--- config.mk ---
export PLATFORM = sky130hd
export DESIGN_NAME = pspin_egress_dma
export DESIGN_NICKNAME = d
export VERILOG_FILES = /design/src/rtl/pspin_egress_dma.sv
export SDC_FILE = /design/constraint.sdc
export NUM_CORES = 1
export LEC_CHECK = 0
export CAP_MARGIN = 0
export CORE_AREA = 2 2 526 528
export CTS_CLUSTER_SIZE = 25
export DETAILED_ROUTE_END_ITERATION = 6
export DIE_AREA = 0 0 528 530
export SYNTH_ARGS = -nofsm -noshare
export SYNTH_HDL_FRONTEND = slang
export SYNTH_SLANG_ARGS = --single-unit
--- constraint.sdc ---
create_clock -name clk -period 8 [get_ports clk]
set_input_delay 2.4 -clock clk [delete_from_list [all_inputs] [get_ports clk]]
set_output_delay 2.4 -clock clk [all_outputs]
set_load 0.02 [all_outputs]
--- src/rtl/pspin_egress_dma.sv ---
// pspin_egress_dma
// Egress DMA: takes one packet descriptor (PsPIN L2 address, length, tag) at a
// time. It reads the packet from PsPIN packet memory over an AXI4 read master,
// splitting bursts at 4 KiB boundaries. It forwards the read data with zero
// latency as one AXI-Stream frame to the NIC TX path, then returns one
// completion carrying the tag and a status.
//
// Ports:
//   clk, rst               clock, asynchronous active-high reset
//   desc_*                 descriptor input (valid/ready)
//   m_axi_pspin_ar*        AXI4 read address channel (master)
//   m_axi_pspin_r*         AXI4 read data channel (master)
//   m_axis_nic_tx_*        AXI-Stream frame output
//   cpl_*                  completion output (valid/ready), status 0 OK,
//                          1 bad descriptor, 2 AXI read error
//
// Optional: defining PSPIN_EGRESS_DMA_STATS_EN adds the stat_pkts, stat_bytes
// and stat_errs counters.
//
// state | meaning
// IDLE  | waiting for a descriptor, desc_ready high
// AR    | presenting one burst request on the AR channel
// DATA  | streaming R beats of the current burst to the NIC
// CPL   | presenting the completion until it is accepted
module pspin_egress_dma #(
    parameter int AXIS_IF_DATA_WIDTH = 512,
    parameter int AXIS_IF_KEEP_WIDTH = AXIS_IF_DATA_WIDTH/8,
    parameter int AXI_DATA_WIDTH     = 512,
    parameter int AXI_ADDR_WIDTH     = 32,
    parameter int AXI_ID_WIDTH       = 8,
    parameter int LEN_WIDTH          = 32,
    parameter int TAG_WIDTH          = 64,
    parameter int EGRESS_DMA_MTU     = 1500
) (
    input  logic                          clk,
    input  logic                          rst,
    input  logic [AXI_ADDR_WIDTH-1:0]     desc_addr,
    input  logic [LEN_WIDTH-1:0]          desc_len,
    input  logic [TAG_WIDTH-1:0]          desc_tag,
    input  logic                          desc_valid,
    output logic                          desc_ready,
    output logic [AXI_ID_WIDTH-1:0]       m_axi_pspin_arid,
    output logic [AXI_ADDR_WIDTH-1:0]     m_axi_pspin_araddr,
    output logic [7:0]                    m_axi_pspin_arlen,
    output logic [2:0]                    m_axi_pspin_arsize,
    output logic [1:0]                    m_axi_pspin_arburst,
    output logic                          m_axi_pspin_arlock,
    output logic [3:0]                    m_axi_pspin_arcache,
    output logic [2:0]                    m_axi_pspin_arprot,
    output logic                          m_axi_pspin_arvalid,
    input  logic                          m_axi_pspin_arready,
    input  logic [AXI_ID_WIDTH-1:0]       m_axi_pspin_rid,
    input  logic [AXI_DATA_WIDTH-1:0]     m_axi_pspin_rdata,
    input  logic [1:0]                    m_axi_pspin_rresp,
    input  logic                          m_axi_pspin_rlast,
    input  logic                          m_axi_pspin_rvalid,
    output logic                          m_axi_pspin_rready,
    output logic [AXIS_IF_DATA_WIDTH-1:0] m_axis_nic_tx_tdata,
    output logic [AXIS_IF_KEEP_WIDTH-1:0] m_axis_nic_tx_tkeep,
    output logic                          m_axis_nic_tx_tvalid,
    input  logic                          m_axis_nic_tx_tready,
    output logic                          m_axis_nic_tx_tlast,
    output logic [TAG_WIDTH-1:0]          cpl_tag,
    output logic [1:0]                    cpl_status,
    output logic                          cpl_valid,
    input  logic                          cpl_ready
`ifdef PSPIN_EGRESS_DMA_STATS_EN
   ,output logic [31:0]                   stat_pkts,
    output logic [31:0]                   stat_bytes,
    output logic [31:0]                   stat_errs
`endif
);

    localparam int BEAT_BYTES = AXI_DATA_WIDTH/8;
    localparam int BEAT_SHIFT = $clog2(BEAT_BYTES);

    typedef enum logic [1:0] {IDLE, AR, DATA, CPL} state_t;

    state_t                      state, state_next;
    logic [AXI_ADDR_WIDTH-1:0]   addr_q;
    logic [LEN_WIDTH-1:0]        len_q;
    logic [TAG_WIDTH-1:0]        tag_q;
    logic [7:0]                  total_q, rem_beats, burst_q, burst_cnt, frame_cnt;
    logic [1:0]                  status_q;
    logic                        err_q;

    logic                        desc_hs, ar_hs, beat_hs, desc_bad;
    logic                        burst_end, is_final;
    logic [LEN_WIDTH-1:0]        desc_beats_full;
    logic [12:0]                 page_beats;
    logic [7:0]                  burst_beats;
    logic [BEAT_SHIFT-1:0]       tail_bytes;
    logic [AXIS_IF_KEEP_WIDTH-1:0] keep_tail;

    assign desc_hs  = desc_valid && desc_ready;
    assign ar_hs    = m_axi_pspin_arvalid && m_axi_pspin_arready;
    assign beat_hs  = (state == DATA) && m_axi_pspin_rvalid && m_axis_nic_tx_tready;
    assign desc_bad = (desc_len == '0) || (desc_len > LEN_WIDTH'(EGRESS_DMA_MTU)) ||
                      (desc_addr[BEAT_SHIFT-1:0] != '0);

    // ceil(len / beat size); only meaningful for descriptors that pass the checks
    assign desc_beats_full = (desc_len + LEN_WIDTH'(BEAT_BYTES - 1)) >> BEAT_SHIFT;

    // beats left before the next 4 KiB boundary (address is beat aligned)
    assign page_beats  = (13'd4096 - {1'b0, addr_q[11:0]}) >> BEAT_SHIFT;
    assign burst_beats = ({5'd0, rem_beats} < page_beats) ? rem_beats : page_beats[7:0];

    assign burst_end  = (burst_cnt == burst_q - 8'd1);
    assign is_final   = (frame_cnt == total_q - 8'd1);
    assign tail_bytes = len_q[BEAT_SHIFT-1:0];

    always_comb begin
        keep_tail = '0;
        for (int i = 0; i < AXIS_IF_KEEP_WIDTH; i++) begin
            keep_tail[i] = (i < int'(tail_bytes));
        end
    end

    always_ff @(posedge clk or posedge rst) begin
        if (rst) begin
            state     <= IDLE;
            addr_q    <= '0;
            len_q     <= '0;
            tag_q     <= '0;
            total_q   <= '0;
            rem_beats <= '0;
            burst_q   <= '0;
            burst_cnt <= '0;
            frame_cnt <= '0;
            status_q  <= '0;
            err_q     <= 1'b0;
        end else begin
            state <= state_next;
            if (desc_hs) begin
                addr_q    <= desc_addr;
                len_q     <= desc_len;
                tag_q     <= desc_tag;
                total_q   <= desc_bad ? 8'd0 : desc_beats_full[7:0];
                rem_beats <= desc_bad ? 8'd0 : desc_beats_full[7:0];
                frame_cnt <= '0;
                status_q  <= desc_bad ? 2'd1 : 2'd0;
                err_q     <= 1'b0;
            end
            if (ar_hs) begin
                addr_q    <= addr_q + (AXI_ADDR_WIDTH'(burst_beats) << BEAT_SHIFT);
                rem_beats <= rem_beats - burst_beats;
                burst_q   <= burst_beats;
                burst_cnt <= '0;
            end
            if (beat_hs) begin
                burst_cnt <= burst_cnt + 8'd1;
                frame_cnt <= frame_cnt + 8'd1;
                // data is still forwarded; the error only shows in the completion
                if (m_axi_pspin_rresp[1] || (m_axi_pspin_rlast != burst_end)) begin
                    err_q <= 1'b1;
                end
            end
        end
    end

    always_comb begin
        state_next = state;
        case (state)
            IDLE: if (desc_hs) state_next = desc_bad ? CPL : AR;
            AR:   if (m_axi_pspin_arready) state_next = DATA;
            DATA: if (beat_hs && burst_end) state_next = (rem_beats != '0) ? AR : CPL;
            CPL:  if (cpl_ready) state_next = IDLE;
            default: state_next = IDLE;
        endcase
    end

    // ready is forced low while reset is held, since the IDLE state is already present
    assign desc_ready = (state == IDLE) && !rst;

    assign m_axi_pspin_arid    = '0;
    assign m_axi_pspin_araddr  = addr_q;
    assign m_axi_pspin_arlen   = (rem_beats == '0) ? 8'd0 : burst_beats - 8'd1;
    assign m_axi_pspin_arsize  = 3'(BEAT_SHIFT);
    assign m_axi_pspin_arburst = 2'b01;
    assign m_axi_pspin_arlock  = 1'b0;
    assign m_axi_pspin_arcache = 4'd0;
    assign m_axi_pspin_arprot  = 3'd0;
    assign m_axi_pspin_arvalid = (state == AR);
    assign m_axi_pspin_rready  = (state == DATA) && m_axis_nic_tx_tready;

    assign m_axis_nic_tx_tdata  = m_axi_pspin_rdata;
    assign m_axis_nic_tx_tvalid = (state == DATA) && m_axi_pspin_rvalid;
    assign m_axis_nic_tx_tlast  = (state == DATA) && is_final;
    assign m_axis_nic_tx_tkeep  = (is_final && (tail_bytes != '0)) ? keep_tail : '1;

    assign cpl_valid  = (state == CPL);
    assign cpl_tag    = tag_q;
    assign cpl_status = err_q ? 2'd2 : status_q;

`ifdef PSPIN_EGRESS_DMA_STATS_EN
    always_ff @(posedge clk or posedge rst) begin
        if (rst) begin
            stat_pkts  <= '0;
            stat_bytes <= '0;
            stat_errs  <= '0;
        end else if (cpl_valid && cpl_ready) begin
            if (cpl_status == 2'd0) begin
                stat_pkts  <= stat_pkts + 32'd1;
                stat_bytes <= stat_bytes + 32'(len_q);
            end else begin
                stat_errs  <= stat_errs + 32'd1;
            end
        end
    end
`endif

    logic unused_ok;
    assign unused_ok = ^{m_axi_pspin_rid, m_axi_pspin_rresp[0], desc_beats_full, len_q};

endmodule

After elaboration in Yosys (flattened, before gate mapping)
Cells that the tools add are included.
{"block": "classes", "mux": 24, "eq_ne": 10, "order_cmp": 65, "reduce_logical": 23, "add_sub_neg": 9}
{"op": "6-bit less-than comparator, first input constant", "n": 31}
{"op": "5-bit by 6-bit less-than comparator with 1-bit output, first input constant", "n": 16}
{"op": "8-bit 2-to-1 mux", "n": 9}
{"op": "32-bit 2-to-1 mux", "n": 2}
{"op": "64-bit 2-to-1 mux", "n": 1}
{"op": "4-bit by 6-bit less-than comparator with 1-bit output, first input constant", "n": 8}
{"op": "32-bit by 14-bit adder with 32-bit output", "n": 1}
{"op": "32-bit by 11-bit > comparator with 1-bit output, second input constant", "n": 1}
{"op": "32-bit zero test", "n": 1}
{"op": "3-bit by 6-bit less-than comparator with 1-bit output, first input constant", "n": 4}
{"op": "8-bit by 1-bit subtractor with 8-bit output, second input constant", "n": 3}
{"op": "8-bit by 1-bit adder with 8-bit output, second input constant", "n": 2}
{"op": "8-bit == test", "n": 2}
{"op": "14-bit by 6-bit adder with 14-bit output, second input constant", "n": 1}
{"op": "2-bit 2-to-1 mux", "n": 7}
{"op": "13-bit by 12-bit subtractor with 13-bit output, first input constant", "n": 1}
{"op": "1-bit by 6-bit less-than comparator with 1-bit output, first input constant", "n": 2}
{"op": "2-bit by 6-bit less-than comparator with 1-bit output, first input constant", "n": 2}
{"op": "6-bit nonzero test", "n": 2}
{"op": "1-bit logical AND", "n": 9}
{"op": "8-bit zero test", "n": 1}
{"op": "8-bit by 7-bit less-than comparator with 1-bit output", "n": 1}
{"op": "2-bit one-hot mux with 4 select lines", "n": 1}
{"op": "8-bit nonzero test", "n": 1}
{"op": "other kinds (12)", "n": 22}
{"block": "word_totals", "input_bits": 658, "register_bits": 147, "word_cells": 142}

Depth between registers and ports, before layout
{"block": "depth", "word_depth": 6, "depth_mapped": 24}

Least setup slack after synthesis
No wires, ideal clock.
{"block": "synth_path", "path_type": "flip-flop to output port", "start": "reg addr_q[0], in the netlist m_axi_pspin_araddr[0]", "end": "out m_axi_pspin_arlen[6]", "required_time_ps": 5600, "stages_incl_launch_ff": 17, "path_buffers": 1, "arrival_ps": 4444, "slack_ps": 1156, "cell_sequence": "dfrtp_1 -> or4_4 -> or4_4 -> xnor2_1 -> inv_1 -> ha_1 -> nor2_1 -> a311oi_2 -> a2111oi_2 -> o311ai_4 -> buf_6 -> a21oi_2 -> ha_1 -> and3_1 -> nand4_1 -> o311a_1 -> nor3_1"}
{"block": "synth_via", "elab_chain_len": 5}
{"element": "start: declaration", "line_no": "80", "source": "logic [AXI_ADDR_WIDTH-1:0] addr_q;"}
{"element": "start signal: assignment", "line_no": "135", "source": "addr_q <= desc_addr;"}
{"element": "start signal: assignment", "line_no": "145", "source": "addr_q <= addr_q + (AXI_ADDR_WIDTH'(burst_beats) << BEAT_SHIFT);"}
{"element": "13-bit by 12-bit subtractor with 13-bit output *", "line_no": "105", "source": "assign page_beats = (13'd4096 - {1'b0, addr_q[11:0]}) >> BEAT_SHIFT;"}
{"element": "8-bit by 7-bit less-than comparator with 1-bit output", "line_no": "106", "source": "assign burst_beats = ({5'd0, rem_beats} < page_beats) ? rem_beats : page_beats[7:0];"}
{"element": "8-bit 2-to-1 mux *", "line_no": "106"}
{"element": "8-bit by 1-bit subtractor with 8-bit output *", "line_no": "177", "source": "assign m_axi_pspin_arlen = (rem_beats == '0) ? 8'd0 : burst_beats - 8'd1;"}
{"element": "8-bit 2-to-1 mux *", "line_no": "177"}
{"element": "end: declaration", "line_no": "44", "source": "output logic [7:0] m_axi_pspin_arlen,"}
Mark *: on every way between the ends. The rest lies on a longest branch, timed or not.

Worst setup path in the final report
{"block": "layout_path", "start": "reg addr_q[0], in the netlist m_axi_pspin_araddr[0]", "end": "out m_axi_pspin_arlen[4]"}
{"block": "layout_via", "elab_chain_len": 5}
{"element": "13-bit by 12-bit subtractor with 13-bit output *", "line_no": "105"}
{"element": "8-bit by 7-bit less-than comparator with 1-bit output", "line_no": "106"}
{"element": "8-bit 2-to-1 mux *", "line_no": "106"}
{"element": "named net burst_beats[0]", "line_no": "91", "source": "logic [7:0] burst_beats;"}
{"element": "8-bit by 1-bit subtractor with 8-bit output *", "line_no": "177"}
{"element": "8-bit 2-to-1 mux *", "line_no": "177"}
Mark *: on every way through the listed nets, which the timed path passes. The rest lies on a longest branch.

==> impl_metrics.py <==
metrics = {
    "synthesis": {
        "ys_top_cells_by_area": "buf_4 (32%), dfrtp_1 (29%), nand2_1 (9.5%)",
        "synth.distinct_cells": 70,
        "yosysSeqAreaShare_pct": 28.9,
        "yosysMostFrequentCell": "buf_4",
        "async_flop_share_pct": 100,
        "synth_seq_cells": 146,
        "yosysWarnings": 0,
        "synth_area_leader_cell": "buf_4",
        "synth-edff-count": 0,
        "synth_ff_type": "dfrtp_1",
        "netlist_area_sq_um": 12700,
        "synth_commonest_cells": "buf_4 (535), nand2_1 (320), dfrtp_1 (146)",
        "syn_inst": 1605,
        "synth_top_cell_area_share_pct": 31.7,
        "syn_avg_cell_area_sq_um": 7.89,
    },
    "cts": {
        "clockBufferDepth": 3,
        "cts_setup_buffers": 0,
        "numCtsBuffers": 25,
        "cts_max_level": 4,
        "root_buffer": "clkbuf_16",
        "clkSinkCount": 146,
        "insertion_delay_ps": 550,
        "cts_tree": "yes",
        "path_clk_slew_ps": 70,
    },
    "worst_setup_path": {
        "r2r_cells": 20,
        "path_cells": "or4_4 > or3_1 > xor2_1 > inv_1 > ha_1 > a21boi_0 > a2111oi_4 > o311ai_4 > nor2_1 > a21o_1 > inv_2 > ha_1 > nand3b_1 > mux2i_1 > xor2_1 > nor2_1 > clkdlybuf4s50_1",
        "r2r_start": "m_axi_pspin_araddr[0]",
        "r2r-end": "m_axi_pspin_araddr[27]",
        "max_stage_delay_ps": 640,
        "cp.required_ps": 5600,
        "crit_slowest_cell": "clkdlybuf4s50_1",
        "cp.arrival_ps": 5290,
        "crit_type": "reg -> out",
        "cp-startpoint": "m_axi_pspin_araddr[0]",
        "cp-end-kind": "output pin",
        "crit_path_end": "m_axi_pspin_arlen[4]",
        "worstSetupStartpointType": "flip-flop",
        "reg2reg_slack_ps": 1950,
        "crit_fanout": 6,
    },
    "grt": {
        "grt_max_degree": 100,
        "grt_pass1_vias": 9569,
        "grt_overflow": 0,
        "grt_pass1_wl_mm": 198,
        "grt_use_total_pct": 12.2,
        "grt_antenna_before_repair": 13,
    },
    "detailed_routing": {
        "drc": 0,
        "post_drt_wl_per_cell_um": 35.3,
        "drtIter0Drc": 819,
        "first_pass_iters": 6,
        "ant_nets": 0,
        "vias_per_cell": 2.07,
        "via_count": 10400,
        "routed_wl_mm": 178,
    },
    "timing": {
        "rsz0062_at_grt": "false",
        "slew_viol_final": 0,
        "whs_ps": 472,
        "setup_ws_ps": 310,
        "finalCritPeriodShare_pct": 96.1,
        "finClkSkew_ps": 32.4,
        "finalSetupTns_ps": 0,
        "relSlewSlack_pct": 26.0,
        "min_period_ps": 7690,
        "tightest_slew_ps": 1110,
        "fmax_mhz": 130,
        "hold_viol_final": 0,
        "setup_violations": 0,
    },
    "die": {
        "core_region_area_sq_um": 275000,
        "die-area_sq_um": 280000,
        "die-width_um": 528,
        "die_y_um": 530,
        "io_pins": 1367,
        "rows": 193,
        "start_util_pct": 4.61,
    },
    "power_and_ir_drop": {
        "leakage_uw": 0.00577,
        "clock_power_share_pct": 19.9,
        "p_int_uw": 2850,
        "p_sw_share_pct": 47.9,
        "ir_worst_vdd_mv": 0.113,
        "p_per_area_nw_per_um2": 318,
        "pwr-share-comb_pct": 54.9,
        "p_seq_share_pct": 25.2,
        "switchingPower_uw": 2610,
    },
    "placed_design": {
        "gp_congestion": 0.899,
        "io_buffers": 311,
        "place_ws_ps": 581,
        "placed_area_sq_um": 16400,
        "dp_hpwl_mm": 165,
    },
    "layout": {
        "filler_cell_count": 32300,
        "final_net_count": 2083,
        "syn2layout_area_growth_pct": 35.7,
        "drive_gt1_share_pct": 6.83,
        "fin_area_sq_um": 17200,
    },
    "flow_run": {
        "cap_violations": 0,
    },
    "run_status": {
        "outcome": "finished, final reports clean",
    },
    "worst_hold_path": {
        "hold_class": "reg -> reg",
    },
}
-- metrics by stage --
| step | std cells | power (uW) | util [%] |
|---|---|---|---|
| 2_1_floorplan | 1626 | 3320 | - |
| 3_3_place_gp | 4979 | 4380 | 5.97 |
| 3_5_place_dp | 4979 | 4380 | 5.97 |
| 4_1_cts | 5012 | 5530 | 6.23 |
| 5_1_grt | 5017 | 5800 | 6.24 |
| 6_report | 5024 | 5460 | 6.25 |
-- placed cells by master, fill, tap and decap left out, types with 6 or more instances in the layout --
cell	count
clkbuf_8	6
ha_1	24
clkdlybuf4s50_1	307
a221o_1	7
diode_2	12
inv_1	38
clkbuf_16	25
nor4_1	12
nor2b_1	7
xnor2_1	18
nand3_1	31
buf_4	28
o21ai_0	80
xor2_1	19
o21ai_1	6
o31ai_1	8
o311ai_0	6
a21oi_1	25
or3_1	7
conb_1	23
a31oi_1	9
a22oi_1	6
nor3_1	29
and2_1	14
and3_1	15
a21o_1	6
o211ai_1	11
dfrtp_1	146
nand2_1	319
nand4_1	9
nor2_1	53
or4_1	8
-- kinds of logic (layout without fill, tap and decap cells) --
kind of cell / count (synthesis) / count (layout) / synth area share [%]
simple gates: 535 / 535 / 18.9
compound gates: 214 / 214 / 11.3
flops: 146 / 146 / 28.9
buf+inv: 633 / 412 / 34.7
mux: 8 / 8 / 0.702
xor+xnor: 41 / 41 / 2.84
fa+ha+maj: 26 / 26 / 2.69
other cells: 2 / 35 / 0.0593
-- power by group through the flow --
stage | Sequential (uW) | Combinational [uW] | Clock [uW]
2_1_floorplan | 1520 | 1790 | 0
3_3_place_gp | 1370 | 3010 | 0
3_5_place_dp | 1370 | 3010 | 0
4_1_cts | 1360 | 3020 | 1150
5_1_grt | 1420 | 3230 | 1150
6_report | 1380 | 3000 | 1080
-- sequential cells by signal, indices dropped and copies added, names as in the netlist --
register and cells:
total_q 8, m_axi_pspin_araddr 32, status_q 1, burst_cnt 8, err_q 1, state 2
len_q 6, burst_q 8, rem_beats 8, frame_cnt 8, cpl_tag 64
-- area by class of cell --
| type | instances | area (sq um) | share of cell area [%] |
|---|---|---|---|
| antenna | 12 | 30.0 | 0.175 |
| inverter | 42 | 165 | 0.961 |
| tap | 3607 | 4510 | 26.3 |
| timing repair buffer | 337 | 3310 | 19.3 |
| clock inverter | 2 | 15.0 | 0.0874 |
| multi-input combinational | 847 | 4780 | 27.8 |
| clock buffer | 31 | 708 | 4.12 |
| sequential | 146 | 3650 | 21.3 |
-- per-layer routing --
layer,up-vias,track usage (%),part of all wire [%]
met2,1107,16.5,39
met4,4,7.81,7.0
li1,4339,-,-
met5,-,0,0.011
met1,4537,4.33,12
met3,398,23.6,42
-- critical path: cells and delay by family, from the launching register on --
family / cells / cell delay, ps
compound gates: 4 / 1070
xor+xnor: 2 / 290
fa+ha+maj: 2 / 570
buf+inv: 3 / 810
flops: 1 / 410
mux: 1 / 200
simple gates: 5 / 1390
-- worst min path at each step --
stage	from	end	slack, ps	cells past startpoint
after detailed placement	cpl_tag[13]	cpl_tag[13]	460	2
after floorplan	status_q[0]	status_q[0]	460	1
after global placement	cpl_tag[16]	cpl_tag[16]	460	2
final	cpl_tag[13]	cpl_tag[13]	470	2
after CTS	cpl_tag[13]	cpl_tag[13]	480	2
after global routing	cpl_tag[27]	cpl_tag[27]	500	2
-- repair_timing --
| item | 4_1_cts | 5_1_grt |
|---|---|---|
| resized for setup | 1 | 3 |
| endpoints found under the hold margin | 0 | 0 |
| pin swaps | 0 | 1 |
| setup endpoints to repair | 1 | 1 |
| hold buffers | 0 | 0 |
No activity file was read; power rests on OpenSTA's default activity.
